===== src/rtl/serial_tx_framer.sv =====
// serial_tx_framer: multi-lane transmit framer feeding SER_WIDTH:1 serializers.
// Emits train / idle / sync / payload / check words, one word per lane per clk.

// Per-lane bit-order stage: passes the word through, or bit-reverses it so
// that the lane MSB leaves the serializer first.
module serial_tx_framer_lane #(
  parameter int SER_WIDTH = 8,
  parameter bit LSB_FIRST = 1'b1
) (
  input  logic [SER_WIDTH-1:0] din,
  output logic [SER_WIDTH-1:0] dout
);
  if (LSB_FIRST) begin : g_pass
    assign dout = din;
  end else begin : g_rev
    for (genvar b = 0; b < SER_WIDTH; b++) begin : g_bit
      assign dout[b] = din[SER_WIDTH-1-b];
    end
  end
endmodule

module serial_tx_framer #(
  parameter int                   NUM_LANES     = 1,
  parameter int                   SER_WIDTH     = 8,
  parameter int                   FRAME_LEN     = 16,
  parameter logic [SER_WIDTH-1:0] TRAIN_PATTERN = 8'h0F,
  parameter logic [SER_WIDTH-1:0] SYNC_WORD     = 8'hBC,
  parameter logic [SER_WIDTH-1:0] IDLE_WORD     = 8'h3C,
  parameter bit                   LSB_FIRST     = 1'b1
) (
  input  logic                           clk,
  input  logic                           reset_n,
  input  logic                           train,
  input  logic [NUM_LANES*SER_WIDTH-1:0] in_data,
  input  logic                           in_valid,
  output logic                           in_ready,
  output logic [NUM_LANES*SER_WIDTH-1:0] ser_data,
  output logic                           frame_start,
  output logic                           frame_abort,
  output logic [15:0]                    underrun_count
);
  localparam int CW = (FRAME_LEN > 1) ? $clog2(FRAME_LEN) : 1;
  localparam logic [CW-1:0] LAST_BEAT = CW'(FRAME_LEN - 1);

  typedef logic [NUM_LANES-1:0][SER_WIDTH-1:0] lanes_t;

  typedef struct packed {
    lanes_t data;
    logic   start;
    logic   abort;
  } out_t;

  typedef enum logic [2:0] {S_TRAIN, S_IDLE, S_SYNC, S_PAYLOAD, S_CHECK} state_t;

  state_t        state_q, state_d;
  lanes_t        in_lanes, word_sel, word_ord, checksum_q;
  logic [CW-1:0] beat_cnt_q;
  out_t          out_q, out_d;
  logic          accept, underrun, start_d, abort_d, ck_clr;

  assign in_lanes = in_data;
  // Ready depends only on state and train so the source never sees a loop.
  assign in_ready = (state_q == S_PAYLOAD) && !train;
  assign accept   = in_ready && in_valid;
  assign ck_clr   = (state_q == S_SYNC);

  // Per-lane bit-order stage applied to every word type.
  for (genvar k = 0; k < NUM_LANES; k++) begin : g_lane
    serial_tx_framer_lane #(.SER_WIDTH(SER_WIDTH), .LSB_FIRST(LSB_FIRST)) u_lane (
      .din  (word_sel[k]),
      .dout (word_ord[k])
    );
  end

  // Next state and next output word; train overrides everything.
  always_comb begin
    state_d  = state_q;
    word_sel = {NUM_LANES{IDLE_WORD}};
    start_d  = 1'b0;
    abort_d  = 1'b0;
    underrun = 1'b0;
    if (train) begin
      state_d  = S_TRAIN;
      word_sel = {NUM_LANES{TRAIN_PATTERN}};
      abort_d  = (state_q == S_SYNC) || (state_q == S_PAYLOAD) || (state_q == S_CHECK);
    end else begin
      case (state_q)
        S_TRAIN: begin
          word_sel = {NUM_LANES{TRAIN_PATTERN}};
          state_d  = S_IDLE;
        end
        S_IDLE: begin
          if (in_valid) state_d = S_SYNC;
        end
        S_SYNC: begin
          word_sel = {NUM_LANES{SYNC_WORD}};
          start_d  = 1'b1;
          state_d  = S_PAYLOAD;
        end
        S_PAYLOAD: begin
          if (in_valid) begin
            word_sel = in_lanes;
            if (beat_cnt_q == LAST_BEAT) state_d = S_CHECK;
          end else begin
            underrun = 1'b1;
          end
        end
        S_CHECK: begin
          word_sel = checksum_q;
          state_d  = in_valid ? S_SYNC : S_IDLE;
        end
        default: state_d = S_TRAIN;
      endcase
    end
  end

  assign out_d = '{data: word_ord, start: start_d, abort: abort_d};

  // State, frame accumulators, output register and underrun counter.
  always_ff @(posedge clk or negedge reset_n) begin
    if (!reset_n) begin
      state_q        <= S_TRAIN;
      checksum_q     <= '0;
      beat_cnt_q     <= '0;
      out_q          <= '0;
      underrun_count <= '0;
    end else begin
      state_q <= state_d;
      out_q   <= out_d;
      if (ck_clr) begin
        checksum_q <= '0;
        beat_cnt_q <= '0;
      end else if (accept) begin
        checksum_q <= checksum_q ^ in_lanes;
        beat_cnt_q <= beat_cnt_q + 1'b1;
      end
      if (underrun && (underrun_count != 16'hFFFF))
        underrun_count <= underrun_count + 16'd1;
    end
  end

  assign ser_data    = out_q.data;
  assign frame_start = out_q.start;
  assign frame_abort = out_q.abort;
endmodule

===== config.mk =====
export PLATFORM = sky130hd
export DESIGN_NAME = serial_tx_framer
export DESIGN_NICKNAME = d
export VERILOG_FILES = /design/src/rtl/serial_tx_framer.sv
export SDC_FILE = /design/constraint.sdc
export NUM_CORES = 1
export LEC_CHECK = 0
export ABC_AREA = 1
export CORE_MARGIN = 2
export CORE_UTILIZATION = 45
export CTS_CLUSTER_SIZE = 28
export DETAILED_ROUTE_END_ITERATION = 7
export PLACE_DENSITY = 0.7
export SYNTH_ARGS = -nofsm -noshare
export SYNTH_HDL_FRONTEND = slang
export SYNTH_HIERARCHICAL = 1
export SYNTH_SLANG_ARGS = --single-unit

===== constraint.sdc =====
create_clock -name clk -period 1.7 [get_ports clk]
set_input_delay 0.34 -clock clk [delete_from_list [all_inputs] [get_ports clk]]
set_output_delay 0.34 -clock clk [all_outputs]
set_load 0.02 [all_outputs]

## Word level (Yosys, flattened, before mapping)

Cells that the tools add are included.

| word-level totals | value |
|---|---|
| bits in registers | 41 |
| word-level logic and storage cells | 47 |
| bits of input ports | 12 |
| output and inout port bits | 27 |

| cells by class | value |
|---|---|
| add/sub/neg operators | 2 |
| multiplexer cells | 19 |
| reduce and logical (&&, ||, !) cells | 9 |
| eq/ne operators | 9 |
| bitwise logic cells | 1 |

Operator list:

| kind | count |
|---|---|
| 8-bit 2-to-1 mux | 4 |
| 8-bit one-hot mux with 4 select lines | 1 |
| 16-bit by 1-bit adder with 16-bit output, second input constant | 1 |
| 16-bit != test, second input constant | 1 |
| 3-bit one-hot mux with 5 select lines | 1 |
| 3-bit 2-to-1 mux | 4 |
| 4-bit 2-to-1 mux | 2 |
| 8-bit bitwise XOR | 1 |
| 3-bit by 2-bit equality test with 1-bit output, second input constant | 2 |
| 1-bit 2-to-1 mux | 6 |
| 3-bit != test, second input constant | 2 |
| 4-bit by 1-bit adder with 4-bit output, second input constant | 1 |
| 4-bit equality test, second input constant | 1 |
| 3-bit by 1-bit equality test with 1-bit output, second input constant | 1 |
| 3-bit equality test, second input constant | 1 |
| 1-bit logical AND | 3 |
| 3-bit logical NOT | 1 |
| 3-bit by 2-bit != test with 1-bit output, second input constant | 1 |
| 3-bit AND reduction | 1 |
| 1-bit logical OR | 2 |
| 2-bit 2-to-1 mux | 1 |
| 2-bit nonzero test | 1 |
| 1-bit logical NOT | 1 |

## Depth between registers and ports, before layout

Gate-level depths: netlist of run 1.

| logic depth | value |
|---|---|
| depth in word-level cells | 5 |
| depth in mapped cells | 9 |
| mapped depth without buffers | 9 |

## Hierarchy

The synthesis of run 1 kept the hierarchy.

Modules (own cells, without submodules):

| module | sequential area each (um^2) | cells each | times used | area an instance (um^2) |
|---|---|---|---|---|
| serial_tx_framer | 1,026.0 | 289 | 1 | 2,213.4 |
| serial_tx_framer_lane | 0.0 | 8 | 1 | 60.1 |

## Worst setup path before layout of run 1

OpenSTA, ideal clock, no wires.

| path | value |
|---|---|
| kind | reg2reg |
| from | reg underrun_count[1] |
| to | reg underrun_count[9] |
| required time | 1.580 ns |
| buffers on the path | 1 |
| stages on the path, launching flop included | 10 |
| clock period less this slack | 1.628 ns |
| setup time | 0.120 ns |
| arrival | 1.508 ns |
| path slack | 0.072 ns |
| cells stage by stage | dfrtp_1 > ha_1 > nand3_2 > clkinv_1 > nand2_2 > nor2_1 > nor2_4 > buf_6 > o21ai_1 > nand2_1 |

| between the ends | value |
|---|---|
| word-level cells in the longest chain between the ends | 2 |
| elaborated cells between the ends (all ways) | 3 |
| classes of those cells | add/sub: 1; eq/ne: 1; reduce/logical: 1 |

Ends and longest elaborated chain:

| item | RTL line | text |
|---|---|---|
| start, declared | 40 | `output logic [15:0] underrun_count` |
| start signal, assigned | 138 | `underrun_count <= underrun_count + 16'd1;` |
| parallel branches: the longest is 2 deep, another holds 16-bit by 1-bit adder with 16-bit output | - |  |

Several ways; the timed one is not identified.
A chain may end at the register's enable or synchronous reset.

## Worst setup path in the final report of run 1

| path | value |
|---|---|
| from | reg out_q (netlist bit ser_data[0]) |
| to | out ser_data[0] |

RTL lines:

| item | RTL line | text |
|---|---|---|
| start, declared | 58 | `out_t out_q, out_d;` |
| start signal, assigned | 129 | `out_q <= out_d;` |
| end, declared | 37 | `output logic [NUM_LANES*SER_WIDTH-1:0] ser_data,` |

No word-level cell between the ends.

==> results.yml, run 1 <==
grt:
  gr-total-overflow: 0
  grt_pass1_vias: 1868
  antenna_found_initial: 0
  grtUsageMet1_pct: 23.3
  grt_start_max_net_pins: 24
  grtUsageMet3_pct: 4.95
  grt_pass1_wl_um: 8310
  globalRoute.busiestLayer: "met2"
  grtUsageTotal_pct: 19.4
  use_met2_pct: 33.7
floorplan:
  coreArea_um2: 4790
  rows: 25
  start_util_pct: 47.5
  die_w_um: 75.1
  fp.dieH_um: 75.1
  ios: 39
  die-area_um2: 5640
logic_synthesis:
  synth_area_per_cell_um2: 7.65
  synth_xor_area_share_pct: 5.78
  yosys.area_share.simple_pct: 33.6
  netlist.area_leader.share_pct: 45.1
  synth.area.mux_share_pct: 0
  syn_area_um2: 2270
  synth.distinct_cells: 27
  synth_top_cells_by_area: "dfrtp_1 (45%), nand2_1 (17%), nand3_1 (6.8%)"
  synth_compound_area_share_pct: 6.33
  synth_edf_count: 0
  syn_inst: 297
  ys_top_cells_by_count: "nand2_1 (100), dfrtp_1 (41), nand3_1 (31)"
  yosys.area.top_type: "dfrtp_1"
  syn_nets: 311
  ys_seq_elements: 41
  synth_most_common_cell: "nand2_1"
  yosysSeqAreaShare_pct: 45.1
  synth-main-ff-cell: "dfrtp_1"
  synth_top_family_by_area: "simple AND/OR/NAND/NOR gates"
  synth_adder_area_share_pct: 1.10
  synth_warnings: 6
  synthArstFlopShare_pct: 100
placed_design:
  numPortBuffers: 38
  place_congestion: 0.856
  dp_hpwl_um: 3800
  dp_cells: 405
sta:
  hold_violations: 0
  rsz0062_at_grt: "false"
  fmax_ghz: 0.629
  setup_viol: 0
  worst_slew_pin_slew_ns: 0.468
  fin_crit_ns: 1.59
  fin_crit_sh_pct: 93.5
  max_slew_margin_pct: 68.8
  slew_viol_final: 0
  fin_skew_ns: 0.00428
critical_path:
  crit_type: "reg -> out"
  cp_cell_sequence: "clkdlybuf4s50_1"
  critPathLaunchType: "flip-flop"
  cp-end-kind: "output port"
  path_max_fanout: 1
  crit_arrival_ns: 1.25
  cp_num_buf_inv: 1
  cp_slowest_stage_delay_ns: 0.61
  crit_required_ns: 1.36
  cp_top_family: "buffers and inverters"
  crit_slowest_cell: "clkdlybuf4s50_1"
finish:
  fin_nets: 362
  final_cells: 416
  antenna_cells: 0
  utilization_pct: 60.4
  drive_above_1_share_pct: 12.0
  synthToLayoutAreaGrowth_pct: 27.1
  fillerInstances: 436
flow_run:
  drv_cap: 0
drt:
  ant_nets: 0
  via_per_inst: 4.98
  dr.first_iter.drc_count: 149
  first_pass_iters: 4
  drc: 0
  post_drt_wl_per_cell_um: 12.0
  routed_wl_um: 5000
  vias: 2071
pwr:
  vdd_drop_max_uv: 683
  p_leak_nw: 1.51
  p_per_area_nw_per_um2: 1170
cts:
  cts_max_path_buffers: 2
  path_clk_slew_ns: 0.08
  htreeDepth: 2
  insertion_delay_ns: 0.29
  root_buffer: "clkbuf_8"
  cts_tree: "done"
  cts.sink_count: 41
  numCtsBuffers: 5
hold_path:
  hp-class: "reg -> reg"
outcome:
  status: "finished, final reports clean"
[metrics by stage]
step                      total power, mW  hold slack (ns)  TNS, ns  setup WS, ns  instance area, um^2
final                                3.38            0.518        0         0.111                 2890
after global routing                 3.62            0.539        0       0.00619                 2890
after CTS                            3.39            0.523        0       0.00554                 2870
after detailed placement             2.79            0.318    -2.22        -0.191                 2790
after global placement               2.76            0.318    -1.51        -0.157                 2790
after floorplan                      2.25           0.0444        0        0.0719                 2270
[per-layer routing]
metal | share of wire [%] | vias to the layer above
met3 | 4.1 | 4
li1 | - | 1038
met4 | 1.1 | 0
met1 | 44 | 982
met2 | 51 | 47
met5 | 0 | -
[sequential cells by signal, indices dropped and copies added, names as in the netlist]
signal	count
underrun_count	16
ser_data	8
state_q	3
checksum_q	8
frame_start	1
beat_cnt_q	4
frame_abort	1
[layout make-up]
type / instances / area [um^2] / share of cell area [%]
Multi-Input combinational cell: 218 / 1060 / 36.8
Sequential cell: 41 / 1030 / 35.5
Timing Repair Buffer: 56 / 536 / 18.5
Inverter: 26 / 97.6 / 3.38
Tap cell: 67 / 83.8 / 2.90
Clock buffer: 6 / 72.6 / 2.51
Clock inverter: 2 / 10.0 / 0.346
[cells by family after synthesis]
logic type                 count (synthesis)
and+or+nand+nor                          175
DFF                                       41
buffers and inverters                     38
AOI/OAI and AO/OA                         26
xor gates and xnor gates                  15
adders and majority gates                  2
[power breakdown]
part | internal (mW) | switching, mW | leakage, nW
Clock | 0.285 | 0.338 | 0.0450
Combinational | 0.567 | 0.762 | 0.922
Sequential | 1.21 | 0.215 | 0.540
[path summary, 6_finish.rpt]
check / from / to / slack (ns) / cells after the start
setup / recovery: ser_data[0]$_DFF_PN0_ / ser_data[0] / 0.11 / 1
hold / removal: underrun_count[8]$_DFFE_PN0P_ / underrun_count[8]$_DFFE_PN0P_ / 0.52 / 1
setup reg to reg: underrun_count[1]$_DFFE_PN0P_ / underrun_count[2]$_DFFE_PN0P_ / 0.14 / 6
hold reg to reg: underrun_count[8]$_DFFE_PN0P_ / underrun_count[8]$_DFFE_PN0P_ / 0.52 / 1
max in group asynchronous: reset_n / beat_cnt_q[1]$_DFFE_PN0P_ / 0.69 / 3
min in group asynchronous: reset_n / underrun_count[2]$_DFFE_PN0P_ / 0.53 / 2
[timing repair]
item / 4_1_cts / 5_1_grt
gates resized for setup: 13 / 7
endpoints found under the hold margin: 16 / 0
setup buffers: 0 / 2
hold buffers: 1 / 0
endpoints found under the setup margin: 11 / 7
[placed cells by master, fill, tap and decap left out]
master           Yosys  layout
nand3b_1             1       1
nor2_4               3       3
nor2_2               3       3
xnor2_1              7       7
nand3_2              1       1
clkbuf_8             0       5
dlygate4sd2_1        0      10
a21boi_0             1       1
nor2_1              26      26
clkinv_2             0       2
clkinv_1             1       1
inv_1               21      21
dlymetal6s2s_1       0       6
o21ai_0             13      13
buf_2                2       2
dlygate4sd3_1        0       1
clkdlybuf4s50_1      0      20
nand2_1            100     100
ha_1                 2       2
buf_4                8      15
inv_2                4       4
xor2_1               8       8
dfrtp_1             41      41
nor3_2               1       1
a21oi_1              5       5
buf_12               0       2
nand4_1              6       6
o21ai_4              1       1
o21ai_1              6       6
nand3_1             31      31
or2_2                1       1
nand2_2              2       2
clkbuf_1             1       1
(Power assumes the default switching activity.)
==> inputs of run 2 (changes only) <==
==> constraint.sdc (replaced) <==
create_clock -name clk -period 1.7 [get_ports clk]
set_input_delay 0.17 -clock clk [delete_from_list [all_inputs] [get_ports clk]]
set_output_delay 0.17 -clock clk [all_outputs]
set_load 0.02 [all_outputs]
==> run 2 against run 1 <==
  * Worst setup slack worse by 0.016 ns
  * Combinational power hardly changed
  * Sequential share of layout area is 0.077 points higher
  * Clock skew is 0.0020 ns lower
  * Critical path depth stayed put
  * Die area stayed put
  * Sequential power hardly changed
  * Utilization is 0.13 points lower
  * Sequential cell count stayed put
  * Critical path type unchanged
  * Largest power group unchanged
==> results.yml, run 2 (synthesized netlist as in run 1, its figures left out) <==
critical_path:
  critPathLaunchType: "flip-flop"
  cp_top_family: "buffers and inverters"
  cp_slowest_stage_delay_ns: 0.66
  cp_cell_sequence: "clkdlybuf4s50_1"
  crit_slowest_cell: "clkdlybuf4s50_1"
  ff2ff_path_depth: 9
  rrSetupSlack_ns: 0.15
  worstReg2RegStart: "underrun_count[1]$_DFFE_PN0P_"
  crit_required_ns: 1.53
  path_max_fanout: 7
  cp-end-kind: "output port"
  crit_type: "reg -> out"
  cp_num_buf_inv: 1
  r2r-end: "underrun_count[11]$_DFFE_PN0P_"
  crit_arrival_ns: 1.43
cts:
  insertion_delay_ns: 0.29
  cts.sink_count: 41
  path_clk_slew_ns: 0.07
  cts_max_path_buffers: 2
  htreeDepth: 2
  root_buffer: "clkbuf_8"
  cts_tree: "done"
  numCtsBuffers: 5
sta:
  fin_setup_tns_ns: 0
  hold_violations: 0
  fin_skew_ns: 0.00229
  slew_viol_final: 0
  worst_slew_pin_slew_ns: 0.509
  rsz0062_at_grt: "false"
  max_slew_margin_pct: 66.0
  setup_viol: 0
  fin_crit_sh_pct: 94.4
  fin_crit_ns: 1.60
  fmax_ghz: 0.623
floorplan:
  ios: 39
  coreArea_um2: 4790
  die-area_um2: 5640
  rows: 25
  start_util_pct: 47.5
  fp.dieH_um: 75.1
  die_w_um: 75.1
drt:
  routed_wl_um: 4880
  via_per_inst: 4.79
  dr.first_iter.drc_count: 87
  drc: 0
  first_pass_iters: 4
  ant_nets: 0
  vias: 1998
  post_drt_wl_per_cell_um: 11.7
pwr:
  vdd_drop_max_uv: 751
  p_per_area_nw_per_um2: 1170
  power_mw: 3.37
  p_leak_nw: 1.36
finish:
  synthToLayoutAreaGrowth_pct: 26.9
  largest_reg_flops: 16
  layout_commonest_cell: "nand2_1"
  drive_above_1_share_pct: 11.4
  fin_nets: 363
  top_register: "underrun_count"
  final_cells: 417
  final_area_um2: 2880
  antenna_cells: 0
  layout_common_cells: "nand2_1 (100), dfrtp_1 (41), clkdlybuf4s50_1 (36), nand3_1 (31), nor2_1 (26)"
placed_design:
  numPortBuffers: 38
  dp_hpwl_um: 3570
  place_area_um2: 2750
  dp_cells: 403
  place_congestion: 0.800
grt:
  grt_pass1_wl_um: 8140
  gr-total-overflow: 0
  grt_pass1_vias: 1878
  grt_start_max_net_pins: 42
  antenna_found_initial: 0
  grtUsageTotal_pct: 19.1
outcome:
  status: "finished, final reports clean"
flow_run:
  drv_cap: 0
hold_path:
  hp-class: "in -> async"
## run 2: cell types whose count changed in the layout (fill, tap and decap cells not counted), sizes merged
| cell | previous run | this run |
|---|---|---|
| clkdlybuf4s50 | 20 | 36 |
| clkinv | 3 | 1 |
| dlygate4sd2 | 10 | 1 |
| dlymetal6s2s | 6 | 0 |
| clkbuf | 6 | 8 |
## run 2: through the flow
stage                     util, %  setup slack [ns]  hold slack [ns]
final                        60.3            0.0954            0.462
after global routing         60.3           0.00650            0.527
after CTS                    59.2            0.0873            0.489
after detailed placement     57.4            0.0706            0.270
after global placement       57.4             0.104            0.269
after floorplan                 -            0.0719           -0.126
## run 2: worst max path at each step
stage | startpoint | end | slack [ns] | depth (start not counted)
floorplan | underrun_count[1]$_DFFE_PN0P_ | underrun_count[9]$_DFFE_PN0P_ | 0.07 | 9
global placement | train | underrun_count[9]$_DFFE_PN0P_ | 0.10 | 8
detailed placement | train | underrun_count[12]$_DFFE_PN0P_ | 0.07 | 8
CTS | underrun_count[2]$_DFFE_PN0P_ | underrun_count[2] | 0.09 | 1
global route | underrun_count[9]$_DFFE_PN0P_ | underrun_count[9]$_DFFE_PN0P_ | 0.007 | 8
finish | underrun_count[2]$_DFFE_PN0P_ | underrun_count[2] | 0.1 | 1
## run 2: tightest hold or removal path, delay by kind of cell
| kind | cells | cell delay [ns] |
|---|---|---|
| buffers and inverters | 3 | 1.03 |
## run 2: area by class of cell
class | instances | area (um^2)
Fill cell | 449 | 1900
Multi-Input combinational cell | 218 | 1060
Sequential cell | 41 | 1030
Timing Repair Buffer | 57 | 532
Inverter | 26 | 97.6
Tap cell | 67 | 83.8
Clock buffer | 8 | 80.1
## run 2: repair_timing
action / in CTS / in global routing
setup endpoints to repair: 1 / 9
resized for setup: 1 / 0
pin swaps: 0 / 2
endpoints found under the hold margin: 41 / 0
buffers inserted: 0 / 5
hold buffers: 1 / 0
## run 2: layer usage
| layer | track usage (%) | vias to the layer above | wire length, um |
|---|---|---|---|
| li1 | - | 1040 | - |
| met1 | 23.2 | 898 | 2230 |
| met2 | 32.0 | 50 | 2350 |
| met3 | 4.95 | 10 | 204 |
| met4 | 8.13 | 0 | 95 |
| met5 | 0 | - | 0 |
## run 2: power by group
part | internal (mW) | switching, mW | total [mW]
clock network | 0.292 | 0.330 | 0.622
logic | 0.581 | 0.746 | 1.33
registers | 1.21 | 0.209 | 1.42
